--- src/rtl/vram_arbiter.sv ---
// VRAM port arbiter: scanout reads take strict priority with a fixed 2-cycle return,
// two drawing writers share the remaining cycles round-robin, and long waits raise a sticky starvation flag.
module vram_arbiter #(
    parameter int ADDR_W    = 19,
    parameter int DATA_W    = 12,
    parameter int STALL_MAX = 1040
) (
    input  logic              MAX10_CLK1_50,
    input  logic              RESET,
    input  logic              frame_start,
    input  logic              scan_req,
    input  logic [ADDR_W-1:0] scan_addr,
    output logic [DATA_W-1:0] scan_data,
    output logic              scan_valid,
    input  logic              wr0_valid,
    input  logic [ADDR_W-1:0] wr0_addr,
    input  logic [DATA_W-1:0] wr0_data,
    output logic              wr0_ready,
    input  logic              wr1_valid,
    input  logic [ADDR_W-1:0] wr1_addr,
    input  logic [DATA_W-1:0] wr1_data,
    output logic              wr1_ready,
    output logic [ADDR_W-1:0] mem_addr,
    output logic              mem_we,
    output logic [DATA_W-1:0] mem_wdata,
    input  logic [DATA_W-1:0] mem_rdata,
    output logic              wr_starved
);

    typedef enum logic {PREF_W0 = 1'b0, PREF_W1 = 1'b1} pref_t;

    localparam logic [15:0] STALL_MAX_C = 16'(STALL_MAX);

    pref_t       pref_r;
    logic [1:0]  scan_pipe_r;
    logic [15:0] stall0_r;
    logic [15:0] stall1_r;
    logic        xfer0_s;
    logic        xfer1_s;
    logic        hit0_s;
    logic        hit1_s;

    // Waiting cycles count up to saturation; a transfer or a dropped request restarts the count.
    function automatic logic [15:0] stall_next(input logic [15:0] cnt, input logic valid,
                                               input logic xfer);
        logic [15:0] nxt;
        if (!valid || xfer) begin
            nxt = 16'd0;
        end else if (cnt == STALL_MAX_C) begin
            nxt = cnt;
        end else begin
            nxt = cnt + 16'd1;
        end
        return nxt;
    endfunction

    // Grant logic: a writer's ready looks only at scan_req, the other writer and the pointer.
    always_comb begin
        wr0_ready = 1'b0;
        wr1_ready = 1'b0;
        if (!scan_req) begin
            wr0_ready = !wr1_valid || (pref_r == PREF_W0);
            wr1_ready = !wr0_valid || (pref_r == PREF_W1);
        end else begin
            wr0_ready = 1'b0;
            wr1_ready = 1'b0;
        end
    end

    assign xfer0_s = wr0_valid && wr0_ready;
    assign xfer1_s = wr1_valid && wr1_ready;
    assign hit0_s  = wr0_valid && !xfer0_s && (stall0_r == (STALL_MAX_C - 16'd1));
    assign hit1_s  = wr1_valid && !xfer1_s && (stall1_r == (STALL_MAX_C - 16'd1));

    assign scan_valid = scan_pipe_r[1];
    assign scan_data  = scan_pipe_r[1] ? mem_rdata : {DATA_W{1'b0}};

    // RAM command register: scanout address wins, otherwise the granted write is issued for one cycle.
    always_ff @(posedge MAX10_CLK1_50 or posedge RESET) begin
        if (RESET) begin
            mem_addr  <= {ADDR_W{1'b0}};
            mem_we    <= 1'b0;
            mem_wdata <= {DATA_W{1'b0}};
        end else if (scan_req) begin
            mem_addr <= scan_addr;
            mem_we   <= 1'b0;
        end else if (xfer0_s) begin
            mem_addr  <= wr0_addr;
            mem_wdata <= wr0_data;
            mem_we    <= 1'b1;
        end else if (xfer1_s) begin
            mem_addr  <= wr1_addr;
            mem_wdata <= wr1_data;
            mem_we    <= 1'b1;
        end else begin
            mem_we <= 1'b0;
        end
    end

    // Round-robin pointer; a transfer on the frame_start edge takes precedence over the rewind.
    always_ff @(posedge MAX10_CLK1_50 or posedge RESET) begin
        if (RESET) begin
            pref_r <= PREF_W0;
        end else if (xfer0_s) begin
            pref_r <= PREF_W1;
        end else if (xfer1_s) begin
            pref_r <= PREF_W0;
        end else if (frame_start) begin
            pref_r <= PREF_W0;
        end else begin
            pref_r <= pref_r;
        end
    end

    // Scanout valid shift register matching the one-cycle RAM read latency.
    always_ff @(posedge MAX10_CLK1_50 or posedge RESET) begin
        if (RESET) begin
            scan_pipe_r <= 2'b00;
        end else begin
            scan_pipe_r <= {scan_pipe_r[0], scan_req};
        end
    end

    // Starvation counters and sticky flag; a fresh hit beats the frame_start clear.
    always_ff @(posedge MAX10_CLK1_50 or posedge RESET) begin
        if (RESET) begin
            stall0_r   <= 16'd0;
            stall1_r   <= 16'd0;
            wr_starved <= 1'b0;
        end else begin
            stall0_r <= stall_next(stall0_r, wr0_valid, xfer0_s);
            stall1_r <= stall_next(stall1_r, wr1_valid, xfer1_s);
            if (hit0_s || hit1_s) begin
                wr_starved <= 1'b1;
            end else if (frame_start) begin
                wr_starved <= 1'b0;
            end else begin
                wr_starved <= wr_starved;
            end
        end
    end

endmodule

--- config.mk ---
export PLATFORM = sky130hd
export DESIGN_NAME = vram_arbiter
export DESIGN_NICKNAME = d
export VERILOG_FILES = /design/src/rtl/vram_arbiter.sv
export SDC_FILE = /design/constraint.sdc
export NUM_CORES = 1
export LEC_CHECK = 0
export ABC_CLOCK_PERIOD_IN_PS = 2400
export CORE_ASPECT_RATIO = 0.5
export CORE_MARGIN = 3
export CORE_UTILIZATION = 39
export DETAILED_ROUTE_END_ITERATION = 7
export PLACE_DENSITY = 0.72
export SYNTH_ARGS = -nofsm -noshare
export SYNTH_HDL_FRONTEND = slang
export SYNTH_SLANG_ARGS = --single-unit
--- constraint.sdc ---
create_clock -name MAX10_CLK1_50 -period 2.4 [get_ports MAX10_CLK1_50]
set_input_delay 0.6 -clock MAX10_CLK1_50 [delete_from_list [all_inputs] [get_ports MAX10_CLK1_50]]
set_output_delay 0.6 -clock MAX10_CLK1_50 [all_outputs]
set_load 0.005 [all_outputs]
==> qor.txt, run 1 <==
Post-cts resize count: 0
Clk sinks: 68
Final Slew Violations: 0
Die X: 143 µm
Worst-case reg-to-reg path depth: 6
Max VDD drop: 383 µV
Maximum clock path buffer count: 2
Worst path required time: 1800 ps
GP Congestion: 0.825
Synth Area in Adders: 1.37%
Flop2flop setup slack: 740 ps
Overflow after GRT: 0
Post-Syn Area per Cell: 9.44 µm²
Total GRT Usage: 18.4%
Fin cells: 655
CP max FO: 2
# rows: 24
Fill cell count: 795
Starting DRT DRC Count: 208
Number of global-route vias before repair: 3186
Hold Path Cell Cnt: 0
Setup Skew: 6.69 ps
Tcrit/Tclk final: 97.4%
Area of the multi-input gates: 1760 µm²
FF-to-FF Start: pref_r
# port buffers: 146
Synth warnings: 0
Hold Crit Class: reg -> reg
Simple-Gate Fraction of Synth Area: 27.1%
Layout Area Growth over Synthesis: 52.1%
Clk_lat worst skew: 330 ps
First-pass GRT wire length: 15.6 mm
Setup_tns: 0 ps
Core Util, Final: 62.3%
Detailed placement HPWL: 7.32 mm
Fin. Hold Viols: 0
Reg area: 1700 µm²
CTS Hold Bufs: 0
Ratio of cells with drive above 1 in the final layout: 8.55%
Post-Synth XOR/XNOR Area: 4.81%
Hold Crit Endpoint: scan_pipe_r[1]
Post-synthesis mux area share: 3.85%
Vias per cell: 5.09
Post-Route WL: 9.91 mm
Final ANT Viol Nets: 0
Clock transition at path regs: 50 ps
Starting Density: 41.0%
Via count: 3337
Slew @ Worst Pin: 485 ps
R2R Path End: mem_addr[0]
Die ar.: 10600 µm²
Achievable Freq: 0.428 GHz
Post-layout minimum cycle time: 2340 ps
Critical path class: in -> out
DP Cell Count: 639
Seq/Total Area, Yosys: 46.7%
CTS tree: done
Post-synth top area cell: dfrtp_1
Post-synthesis compound-gate area fraction: 11.2%
Number of diodes: 0
Hold path startpoint: scan_pipe_r[0]
Core area: 8890 µm²
Die height: 74.3 µm
CP Launch Type: input port
H-Tree Depth: 3
Register bit total from synthesis: 68
Worst EP arrival: 1740 ps
# IOs: 147
Largest net degree at the start of global routing: 42
Routed length per instance: 15.1 µm
Slew margin rel.: 67.7%
Outcome: complete, no violations
CTS Buf Count: 9
Setup violators final: 0
LEAKAGE: 0.00230 µW
Largest family of logic cells by synthesized area: simple AND/OR/NAND/NOR gates
Pwr/cell area: 561 nW/µm²
Post-synth top area share: 46.7%
CP endpoint kind: output port
Syn Nets: 489
Synth area leaders: dfrtp_1 (47%), nor2_1 (6.3%), nand2_1 (4.2%)
Unique masters post-synth: 41
Clock Tree Root: clkbuf_16
Synth Instances: 386
Max Cap Viol: 0
Residual DRC count: 0
Synthesized cell area: 3640 µm²
Antenna violations before repair: 0
Net count, final: 636
RSZ-0062 raised after global routing: false
TritonRoute pass-1 iters: 4
Post-CTS setup buffers: 0
[flip-flops by register name (all words and copies together), names as in the netlist]
register	count
mem_we	1
pref_r	1
stall1_r	16
stall0_r	16
scan_pipe_r	2
mem_wdata	12
mem_addr	19
wr_starved	1
[metrics by stage]
step / hold slack, ps / cell area (µm²) / total power [µW] / setup slack [ps]
after floorplan: 331 / 3640 / 1480 / 88.5
after global placement: 332 / 5260 / 1860 / 55.0
after detailed placement: 336 / 5260 / 1870 / 56.0
after CTS: 347 / 5540 / 3150 / 53.6
after global routing: 359 / 5540 / 3250 / 12.1
final: 347 / 5540 / 3110 / 63.2
[worst max-delay path: stages]
cell,delay (ps)
clkdlybuf4s50_1,410
nor2b_1,140
nor2_1,80
clkdlybuf4s50_1,500
[per-layer routing]
layer	GRT usage [%]	vias up	share of wire, %
met4	4.95	0	1.1
li1	-	1645	-
met3	4.69	10	6.1
met2	31.3	91	49
met1	23.9	1591	44
met5	0	-	0
[cells in the mapped netlist]
master and n:
a211o_1 1, a21oi_1 8, a21oi_4 1, a31o_2 1
and2_1 15, and3_1 3, and4_1 4, buf_2 8
buf_4 2, buf_6 5, buf_8 1, clkbuf_1 8
dfrtp_1 68, ha_1 4, inv_1 7, mux2i_1 14
nand2_1 41, nand2_2 1, nand2b_1 3, nand2b_4 1
nand3_1 9, nand3_2 2, nand3b_1 2, nand4_1 12
nor2_1 61, nor2_2 1, nor2b_1 2, nor3_1 23
nor4_1 5, nor4b_1 2, nor4bb_1 2, o211ai_1 2
o21ai_0 18, o21ai_2 1, o41ai_1 12, o41ai_2 7
or2_2 1, or3_1 6, or4_1 2, xnor2_1 7
xor2_1 13
[report_power, final]
group | switching [µW] | leakage [µW] | total [µW] | internal (µW)
registers | 39.4 | 0.000880 | 1260 | 1220
clock network | 470 | 0.000139 | 1270 | 798
logic | 217 | 0.00128 | 584 | 367
[cell type report]
type	count	share of cell area (%)
multi-input combinational	287	31.7
sequential	68	30.7
timing repair buffer	160	29.3
clock buffer	11	4.20
tap	117	2.64
clock inverter	5	0.948
inverter	7	0.474
[cell families after synthesis]
family                     count (synthesis)
buffers and inverters                     31
adders and majority gates                  4
xor gates and xnor gates                  20
muxes                                     14
and+or+nand+nor                          198
DFF                                       68
AOI/OAI and AO/OA                         51
[placed cells by master, fill, tap and decap left out, types with 2 or more instances in the layout]
cell type        Yosys  routed
o41ai_2              7       7
nand3b_1             2       2
nand4_1             12      12
xor2_1              13      13
o41ai_1             12      12
buf_4                2       9
nand3_2              2       2
dfrtp_1             68      68
inv_1                7       6
or3_1                6       6
clkdlybuf4s50_1      0     145
o211ai_1             2       2
buf_12               0       5
nor2_1              61      61
nor4_1               5       5
nor2b_1              2       2
clkbuf_1             8       2
xnor2_1              7       7
clkinv_2             0       3
nor4b_1              2       2
or4_1                2       2
nand3_1              9       9
nor4bb_1             2       2
ha_1                 4       4
o21ai_0             18      18
mux2i_1             14      14
nand2b_1             3       3
and2_1              15      15
and4_1               4       4
and3_1               3       3
clkbuf_16            0       9
nor3_1              23      23
a21oi_1              8       8
nand2_1             41      41
[worst max path at each step]
stage,startpoint,endpoint,slack (ps),cells after the start
final,wr0_valid,wr1_ready,60,4
after detailed placement,wr0_valid,wr1_ready,60,4
after global placement,wr0_valid,wr1_ready,60,4
after CTS,wr0_valid,wr1_ready,50,4
after floorplan,RESET,mem_addr[0],90,1
after global routing,wr0_valid,wr1_ready,10,4
No activity file was read; power rests on OpenSTA's default activity.
==> run 2: changes to the inputs <==
==> config.mk (replaced) <==
export PLATFORM = sky130hd
export DESIGN_NAME = vram_arbiter
export DESIGN_NICKNAME = d
export VERILOG_FILES = /design/src/rtl/vram_arbiter.sv
export SDC_FILE = /design/constraint.sdc
export NUM_CORES = 1
export LEC_CHECK = 0
export ABC_CLOCK_PERIOD_IN_PS = 2150
export CORE_ASPECT_RATIO = 0.5
export CORE_MARGIN = 3
export CORE_UTILIZATION = 44
export DETAILED_ROUTE_END_ITERATION = 7
export PLACE_DENSITY = 0.77
export SYNTH_ARGS = -nofsm -noshare
export SYNTH_HDL_FRONTEND = slang
export SYNTH_SLANG_ARGS = --single-unit
==> constraint.sdc (replaced) <==
create_clock -name MAX10_CLK1_50 -period 2.15 [get_ports MAX10_CLK1_50]
set_input_delay 0.5375 -clock MAX10_CLK1_50 [delete_from_list [all_inputs] [get_ports MAX10_CLK1_50]]
set_output_delay 0.5375 -clock MAX10_CLK1_50 [all_outputs]
set_load 0.005 [all_outputs]
==> qor.txt, run 2 (synthesized netlist as in run 1, its figures left out) <==
Outcome: complete, no violations
Routed length per instance: 16.0 µm
Die height: 70.3 µm
# IOs: 147
Clock power share: 43.8%
Slew margin rel.: 70.2%
H-Tree Depth: 3
Net count, final: 635
Overflow after GRT: 0
Clk sinks: 68
LEAKAGE: 0.00243 µW
First-pass GRT wire length: 16.9 mm
Achievable Freq: 0.471 GHz
Tcrit/Tclk final: 98.7%
Worst path required time: 1610 ps
Worst Path Buf+Inv: 2
Final ANT Viol Nets: 0
Clk_lat worst skew: 330 ps
Pwr/cell area: 653 nW/µm²
Via count: 3379
Core area: 7680 µm²
Most frequent cells in the layout: clkdlybuf4s50_1 (132), dfrtp_1 (68), nor2_1 (61), nand2_1 (41), nor3_1 (23)
Slew @ Worst Pin: 447 ps
Post-Route WL: 10.3 mm
RSZ-0062 raised after global routing: false
DP Cell Count: 629
P_sw: 849 µW
Clock transition at path regs: 60 ps
Family with the most delay on the worst path: buffers and inverters
Setup Skew: 2.09 ps
Worst EP arrival: 1580 ps
Ratio of cells with drive above 1 in the final layout: 8.75%
TritonRoute pass-1 iters: 4
Critical path class: in -> out
Fin. Hold Viols: 0
Largest net degree at the start of global routing: 69
Max FFs per register: 19
Reg area: 1700 µm²
Critical path's most frequent cell: clkdlybuf4s50_1
Post-CTS setup buffers: 0
WHS: 346 ps
Fin area: 5590 µm²
Setup_tns: 0 ps
Max Cap Viol: 0
CP max FO: 1
CP endpoint kind: output port
CP max stage cell: clkdlybuf4s50_1
DR WL met3: 613 µm
Number of diodes: 0
Core Util, Final: 72.8%
Final Slew Violations: 0
Die ar.: 9470 µm²
Vias per cell: 5.24
GP Congestion: 0.837
Residual DRC count: 0
Internal Power: 2810 µW
CP cell instances: clkdlybuf4s50_1, and2_1, clkdlybuf4s50_1
Setup violators final: 0
Hold Crit Class: reg -> reg
CP Launch Type: input port
Commonest non-fill, non-tap cell in the layout: clkdlybuf4s50_1
Share of power burned in registers: 38.3%
Starting DRT DRC Count: 236
CTS tree: done
DP Area: 5250 µm²
# rows: 22
Die X: 135 µm
Detailed placement HPWL: 7.40 mm
Clock Tree Root: clkbuf_16
CTS Hold Bufs: 0
Antenna violations before repair: 0
DR top layer: met4
Fin cells: 645
Number of global-route vias before repair: 3293
Max VDD drop: 577 µV
CTS Buf Count: 9
Worst path max stage delay: 490 ps
Met2 Wirelength: 5.19 mm
Combinational power share: 17.8%
Total GRT Usage: 22.4%
Area of the multi-input gates: 1760 µm²
Most flop-heavy register: mem_addr
Post-layout minimum cycle time: 2120 ps
Layout Area Growth over Synthesis: 53.6%
Sw frac: 23.2%
Fill cell count: 570
Starting Density: 47.4%
Maximum clock path buffer count: 2
Routed length on met1: 4.40 mm
Biggest regs: mem_addr x19, stall0_r x16, stall1_r x16
# port buffers: 146
run 2: changes by cell type in the layout (fill, tap and decap cells not counted), moves of 2 or more:
cell,change
clkdlybuf4s50_1,-13
dlymetal6s2s_1,+8
buf_4,-2
clkinvlp_4,+3
dlygate4sd2_1,+5
clkinv_2,-2
clkbuf_1,-2
run 2: final cells by class:
class | count | area share [%]
Inverter | 7 | 0.537
Multi-Input combinational cell | 287 | 31.4
Timing Repair Buffer | 159 | 29.4
Tap cell | 108 | 2.42
Clock buffer | 10 | 4.27
Clock inverter | 6 | 1.57
Sequential cell | 68 | 30.4
run 2: worst paths after layout:
| path | start | endpoint | slack (ps) | cells after the start |
|---|---|---|---|---|
| max in group asynchronous | RESET | mem_addr[4] | 1210 | 3 |
| hold reg to reg | scan_pipe_r[0] | scan_pipe_r[1] | 350 | 0 |
| setup reg to reg | stall1_r[7] | stall1_r[0] | 500 | 4 |
| hold / removal | scan_pipe_r[0] | scan_pipe_r[1] | 350 | 0 |
| setup / recovery | mem_rdata[11] | scan_data[11] | 30 | 3 |
| min in group asynchronous | RESET | stall0_r[7] | 660 | 3 |
run 2: power by group through the flow:
| stage | combinational (µW) | sequential, µW | clock, µW |
|---|---|---|---|
| 3_3_place_gp | 654 | 1420 | 0 |
| 6_report | 652 | 1400 | 1600 |
| 3_5_place_dp | 665 | 1420 | 0 |
| 5_1_grt | 710 | 1410 | 1690 |
| 2_1_floorplan | 231 | 1430 | 0 |
| 4_1_cts | 664 | 1400 | 1630 |
run 2: through the flow:
stage	setup WS, ps	total power, µW
after floorplan	380	1660
after global placement	-61.2	2070
after detailed placement	-81.5	2090
after CTS	4.91	3700
after global routing	12.9	3810
final	28.1	3650
run 2: what timing repair did:
action,CTS,global route
pin swaps,0,0
endpoints found under the setup margin,5,8
cloned,0,0
resized for setup,5,8
run 2: per-layer routing:
layer  vias to the layer above  global-route usage (%)
met2                       112                    37.7
met1                      1608                    28.4
met5                         -                       0
li1                       1647                       -
met4                         0                    6.21
met3                        12                    6.26
==> run 3: changes to the inputs <==
==> config.mk (replaced) <==
export PLATFORM = sky130hd
export DESIGN_NAME = vram_arbiter
export DESIGN_NICKNAME = d
export VERILOG_FILES = /design/src/rtl/vram_arbiter.sv
export SDC_FILE = /design/constraint.sdc
export NUM_CORES = 1
export LEC_CHECK = 0
export ABC_CLOCK_PERIOD_IN_PS = 1800
export CORE_ASPECT_RATIO = 0.5
export CORE_UTILIZATION = 39
export DETAILED_ROUTE_END_ITERATION = 7
export PLACE_DENSITY = 0.72
export SYNTH_ARGS = -nofsm -noshare
export SYNTH_HDL_FRONTEND = slang
export SYNTH_SLANG_ARGS = --single-unit
==> constraint.sdc (replaced) <==
create_clock -name MAX10_CLK1_50 -period 1.8 [get_ports MAX10_CLK1_50]
set_input_delay 0.45 -clock MAX10_CLK1_50 [delete_from_list [all_inputs] [get_ports MAX10_CLK1_50]]
set_output_delay 0.45 -clock MAX10_CLK1_50 [all_outputs]
set_load 0.005 [all_outputs]
==> qor.txt, run 3 (synthesized netlist as in run 1, its figures left out) <==
Hold path startpoint: scan_pipe_r[0]
Max Cap Viol: 0
Die ar.: 9750 µm²
Pwr/cell area: 750 nW/µm²
Commonest non-fill, non-tap cell in the layout: clkdlybuf4s50_1
Combinational power share: 18.5%
Starting DRT DRC Count: 187
Fin area: 5650 µm²
Most frequent cells in the layout: clkdlybuf4s50_1 (128), dfrtp_1 (67), nor2_1 (61), nand2_1 (41), nor3_1 (23)
# rows: 24
First-pass GRT wire length: 15.9 mm
Clk_lat worst skew: 330 ps
Number of diodes: 0
P_sw: 981 µW
Core area: 8890 µm²
RSZ-0062 raised after global routing: false
Internal Power: 3250 µW
Max FFs per register: 19
Starting Density: 41.0%
Clock Tree Root: clkbuf_16
Net count, final: 645
Die height: 70.3 µm
Final Slew Violations: 0
TritonRoute pass-1 iters: 8
Hold Crit Class: reg -> reg
Detailed placement HPWL: 7.21 mm
Clock transition at path regs: 50 ps
Largest net degree at the start of global routing: 36
Antenna violations before repair: 0
Most flop-heavy register: mem_addr
GP Congestion: 0.812
Violated checks: DRC
DP Cell Count: 646
Final ANT Viol Nets: 0
CTS tree: done
LEAKAGE: 0.00242 µW
Routed length per instance: 14.8 µm
Max VDD drop: 482 µV
Layout Area Growth over Synthesis: 55.1%
Post-layout minimum cycle time: 1700 ps
Sw frac: 23.2%
CP max FO: 1
# IOs: 147
Maximum clock path buffer count: 2
CP max stage cell: clkdlybuf4s50_1
Post-Route WL: 9.80 mm
FF-to-FF Start: stall0_r[12]
Clk sinks: 68
Setup Skew: 3.94 ps
Total GRT Usage: 20.8%
Final worst slack: 96.1 ps
Vias per cell: 5.02
Setup violators final: 0
Die X: 139 µm
# port buffers: 146
Tcrit/Tclk final: 94.7%
CP cell instances: clkdlybuf4s50_1, and2_1, dlygate4sd2_1
Fin cells: 664
Fin. Hold Viols: 0
Pre-CTS setup slack: -270 ps
Via count: 3335
CTS Buf Count: 9
Achievable Freq: 0.587 GHz
Worst EP arrival: 1250 ps
Critical path class: in -> out
Worst path max stage delay: 450 ps
Ratio of cells with drive above 1 in the final layout: 10.6%
Worst path required time: 1350 ps
Number of global-route vias before repair: 3230
CP Launch Type: input port
Setup_tns: 0 ps
Clock power share: 42.0%
CTS Hold Bufs: 0
Biggest regs: mem_addr x19, stall0_r x16, stall1_r x16
Critical path origin: mem_rdata[6]
Slew @ Worst Pin: 478 ps
Outcome: finished with violations
Share of power burned in registers: 39.5%
CP endpoint kind: output port
Overflow after GRT: 0
Residual DRC count: 11
DP Area: 5340 µm²
H-Tree Depth: 3
Slew margin rel.: 67.7%
run 3: cell types whose count changed in the layout (fill, tap and decap cells not counted), sizes merged:
cell           previous run  this run
buf                      14        24
bufinv                    2         1
clkbuf                   10        12
clkdlybuf4s50           132       128
clkinv                    1         2
clkinvlp                  4         2
dlygate4sd2               5        16
dlymetal6s2s              8         1
run 3: repair_timing:
item                                   in CTS  in global routing
setup endpoints to repair                  15                  2
endpoints found under the hold margin       0                  0
setup buffers                               1                  1
resized for setup                          19                  1
run 3: path summary, 6_finish.rpt:
check,to,slack [ps],cells after the start
setup / recovery,scan_data[6],100,3
setup reg to reg,stall0_r[0],170,4
hold / removal,scan_pipe_r[1],350,0
min in group asynchronous,stall1_r[2],430,2
max in group asynchronous,scan_pipe_r[1],880,3
hold reg to reg,scan_pipe_r[1],350,0
run 3: per-stage QoR:
stage                     utilization [%]  total power, µW  hold slack [ps]
final                                63.5             4240              346
after global routing                 63.5             4420              348
after CTS                            63.4             4280              347
after detailed placement             60.1             2500              335
after global placement               60.1             2490              333
after floorplan                         -             1980              331
run 3: per-layer routing:
metal	GRT usage, %	up-vias	part of all wire, %
li1	-	1662	-
met4	7.28	0	1.3
met3	5.28	11	5.0
met2	34.9	97	48
met5	0	-	0
met1	26.2	1565	45
run 3: critical path, delay by kind of cell:
| family | cells | cell delay (ps) |
|---|---|---|
| AND/OR/NAND/NOR | 1 | 110 |
| buffers and inverters | 2 | 700 |
run 3: area by class of cell:
class / count / area (µm²)
Tap cell: 117 / 146
Inverter: 7 / 30.0
Timing Repair Buffer: 169 / 1700
Clock buffer: 12 / 256
Multi-Input combinational cell: 287 / 1770
Sequential cell: 68 / 1700
Fill cell: 768 / 3240
Clock inverter: 4 / 47.5
run 3: power groups by stage:
stage               Combinational, µW  Clock [µW]  Sequential, µW
global placement                  788           0            1700
floorplan                         276           0            1700
CTS                               793        1810            1670
detailed placement                798           0            1700
finish                            785        1780            1670
global route                      851        1890            1690
==> RTL change: new RTL, settings of run 3 <==
Reset style: synchronous (`RESET`), changed in 4 clocked blocks.
--- a/src/rtl/vram_arbiter.sv
+++ b/src/rtl/vram_arbiter.sv
@@ -77,5 +77,5 @@
 
     // RAM command register: scanout address wins, otherwise the granted write is issued for one cycle.
-    always_ff @(posedge MAX10_CLK1_50 or posedge RESET) begin
+    always_ff @(posedge MAX10_CLK1_50) begin
         if (RESET) begin
             mem_addr  <= {ADDR_W{1'b0}};
@@ -99,5 +99,5 @@
 
     // Round-robin pointer; a transfer on the frame_start edge takes precedence over the rewind.
-    always_ff @(posedge MAX10_CLK1_50 or posedge RESET) begin
+    always_ff @(posedge MAX10_CLK1_50) begin
         if (RESET) begin
             pref_r <= PREF_W0;
@@ -114,5 +114,5 @@
 
     // Scanout valid shift register matching the one-cycle RAM read latency.
-    always_ff @(posedge MAX10_CLK1_50 or posedge RESET) begin
+    always_ff @(posedge MAX10_CLK1_50) begin
         if (RESET) begin
             scan_pipe_r <= 2'b00;
@@ -123,5 +123,5 @@
 
     // Starvation counters and sticky flag; a fresh hit beats the frame_start clear.
-    always_ff @(posedge MAX10_CLK1_50 or posedge RESET) begin
+    always_ff @(posedge MAX10_CLK1_50) begin
         if (RESET) begin
             stall0_r   <= 16'd0;
Formal check against the unedited RTL: differs if RESET is asserted again (counterexample within 4 cycles, from zero or initial values and one cycle with RESET high); with RESET held inactive, the same outputs for 10 cycles.
==> RTL change against run 3 <==
Die area is 9.7% lower. Maximum frequency is 0.15% lower. Sequential cell count stayed put. Synthesized area is 9.9% lower. Worst setup slack worse by 2.6 ps. Final area is 5.8% lower. Core utilization is 2.3 points higher. Total power is 3.6% lower. Wire length is 12% lower. Register-to-register slack better by 60 ps. Largest power group unchanged.
==> RTL change: results (changes against run 3) <==
stage,metric,value,unit,change
global_routing,grtUsageMet2,0.370,,+0.0212
global_routing,grt_max_degree,34,,-5.6%
critical_path,cpPeakStageDelay,400,ps,-50 ps
critical_path,r2r_cells,6,,+2
yosys,synth.avg_cell_area,8.87,µm²,-6.0%
drt,wl_per_cell,13.3,µm,-9.9%
finish,layout.cells.non_filler,650,,-2.1%
power,clock_power,1850,µW,+4%
power,seq_cell_power,1600,µW,-4%
place,post-place-cells,634,,-1.9%
drt,wl_met3,496,µm,+1.4%
critical_path,r2r_start,stall0_r[1],,
yosys,synth-xor-area-share,0.0614,,+0.0133
drt,dr_wl_met2,4.32,mm,-9.0%
critical_path,reg2reg_slack,230,ps,+60 ps
critical_path,r2r_end,stall0_r[10],,
yosys,ys_async_sr_fraction,0,,-1.00
power,power_combinational,634,µW,-19%
drt,firstDrtPassIters,5,,-3
power,p_int,3210,µW,-1.3%
yosys,synth-adder-area-share,0.0152,,+0.00151
timing,slew_headroom,0.747,,+0.0703
global_routing,grt_pass1_vias,3003,,-7.0%
place,placed_cell_area,0.00501,mm²,-6.1%
global_routing,use_met3,0.0654,,+0.0126
cts,cts_hold_buffers,0,,unchanged
drt,met1_length,3.71,mm,-16%
place,gp_congestion,0.758,,-6.6%
yosys,synthMuxAreaShare,0.0995,,+0.0610
global_routing,grt_util_all_layers,0.205,,-0.00318
critical_path,endpoint,scan_data[9],,
yosys,synthTopCellsByArea,"dfxtp_1 41%, mux2i_1 8.2%, xnor2_1 5.6%",,
critical_path,crit_family,buffers and inverters,,
global_routing,grtUsageMet1,0.229,,-0.0329
drt,drtIter0Drc,146,,-22%
timing,clock_skew,4.28,ps,+0.342 ps
finish,drive_above_1_share,0.102,,-0.00380
finish,fin_nets,636,,-1.4%
timing,fin_crit,1710,ps,+2.59 ps
critical_path,cp-startpoint,mem_rdata[9],,
power,vdd_ir_drop_max,611,µV,+27%
yosys,synth_compound_area_frac,0.143,,+0.0309
yosys,ys_seq_area_frac,0.415,,-0.0524
yosys,syn_nets,473,,-3.3%
global_routing,grt_pass1_wl,14.1,mm,-11%
finish,fillCellCount,689,,-10%
finish,largestRegisters,"mem_addr (19), stall0_r (16), stall1_r (16)",,
outcome,outcome,completed,,
place,place_ws,-327,ps,-56.8 ps
yosys,synth_top_area_frac,0.415,,-0.0524
drt,vias,3220,,-3.4%
power,leakage,0.00197,µW,-19%
yosys,yosys-top-cells-count,"68 x dfxtp_1, 43 x nor2_1, 27 x mux2i_1, 21 x xnor2_1, 19 x a21oi_1",,
## RTL change: cell types whose count changed in the layout (fill, tap and decap cells not counted), moves of 11 or more
| cell | change |
|---|---|
| a211oi_1 | +12 |
| a22oi_1 | +14 |
| dfrtp_1 | -67 |
| dfxtp_1 | +67 |
| inv_1 | +11 |
| mux2i_1 | +13 |
| nand2_1 | -29 |
| nor2_1 | -18 |
| nor3_1 | -14 |
| o21ai_0 | -12 |
| o22ai_1 | +14 |
| o41ai_1 | -12 |
| xnor2_1 | +14 |
| xor2_1 | -11 |
## RTL change: layout make-up
| class | count | area (µm²) | share of cell area |
|---|---|---|---|
| Clock buffer | 13 | 280 | 0.0527 |
| Clock inverter | 3 | 42.5 | 0.00799 |
| Inverter | 17 | 63.8 | 0.0120 |
| Multi-Input combinational cell | 264 | 1750 | 0.328 |
| Sequential cell | 68 | 1360 | 0.256 |
| Tap cell | 112 | 140 | 0.0263 |
| Timing Repair Buffer | 173 | 1690 | 0.317 |
## RTL change: repair_timing
action / 4_1_cts / 5_1_grt
endpoints found under the setup margin: 15 / 7
pin swaps: 1 / 2
setup buffers: 0 / 0
resized for setup: 18 / 6
## RTL change: worst min-delay path by stage
| stage | from | endpoint | slack [ps] | cells past startpoint |
|---|---|---|---|---|
| 2_1_floorplan | scan_pipe_r[0] | scan_pipe_r[1] | 410 | 1 |
| 3_3_place_gp | mem_addr[1] | mem_addr[1] | 440 | 2 |
| 3_5_place_dp | mem_addr[4] | mem_addr[4] | 450 | 2 |
| 4_1_cts | mem_addr[4] | mem_addr[4] | 450 | 2 |
| 5_1_grt | mem_addr[1] | mem_addr[1] | 470 | 2 |
| 6_report | mem_addr[4] | mem_addr[4] | 450 | 2 |
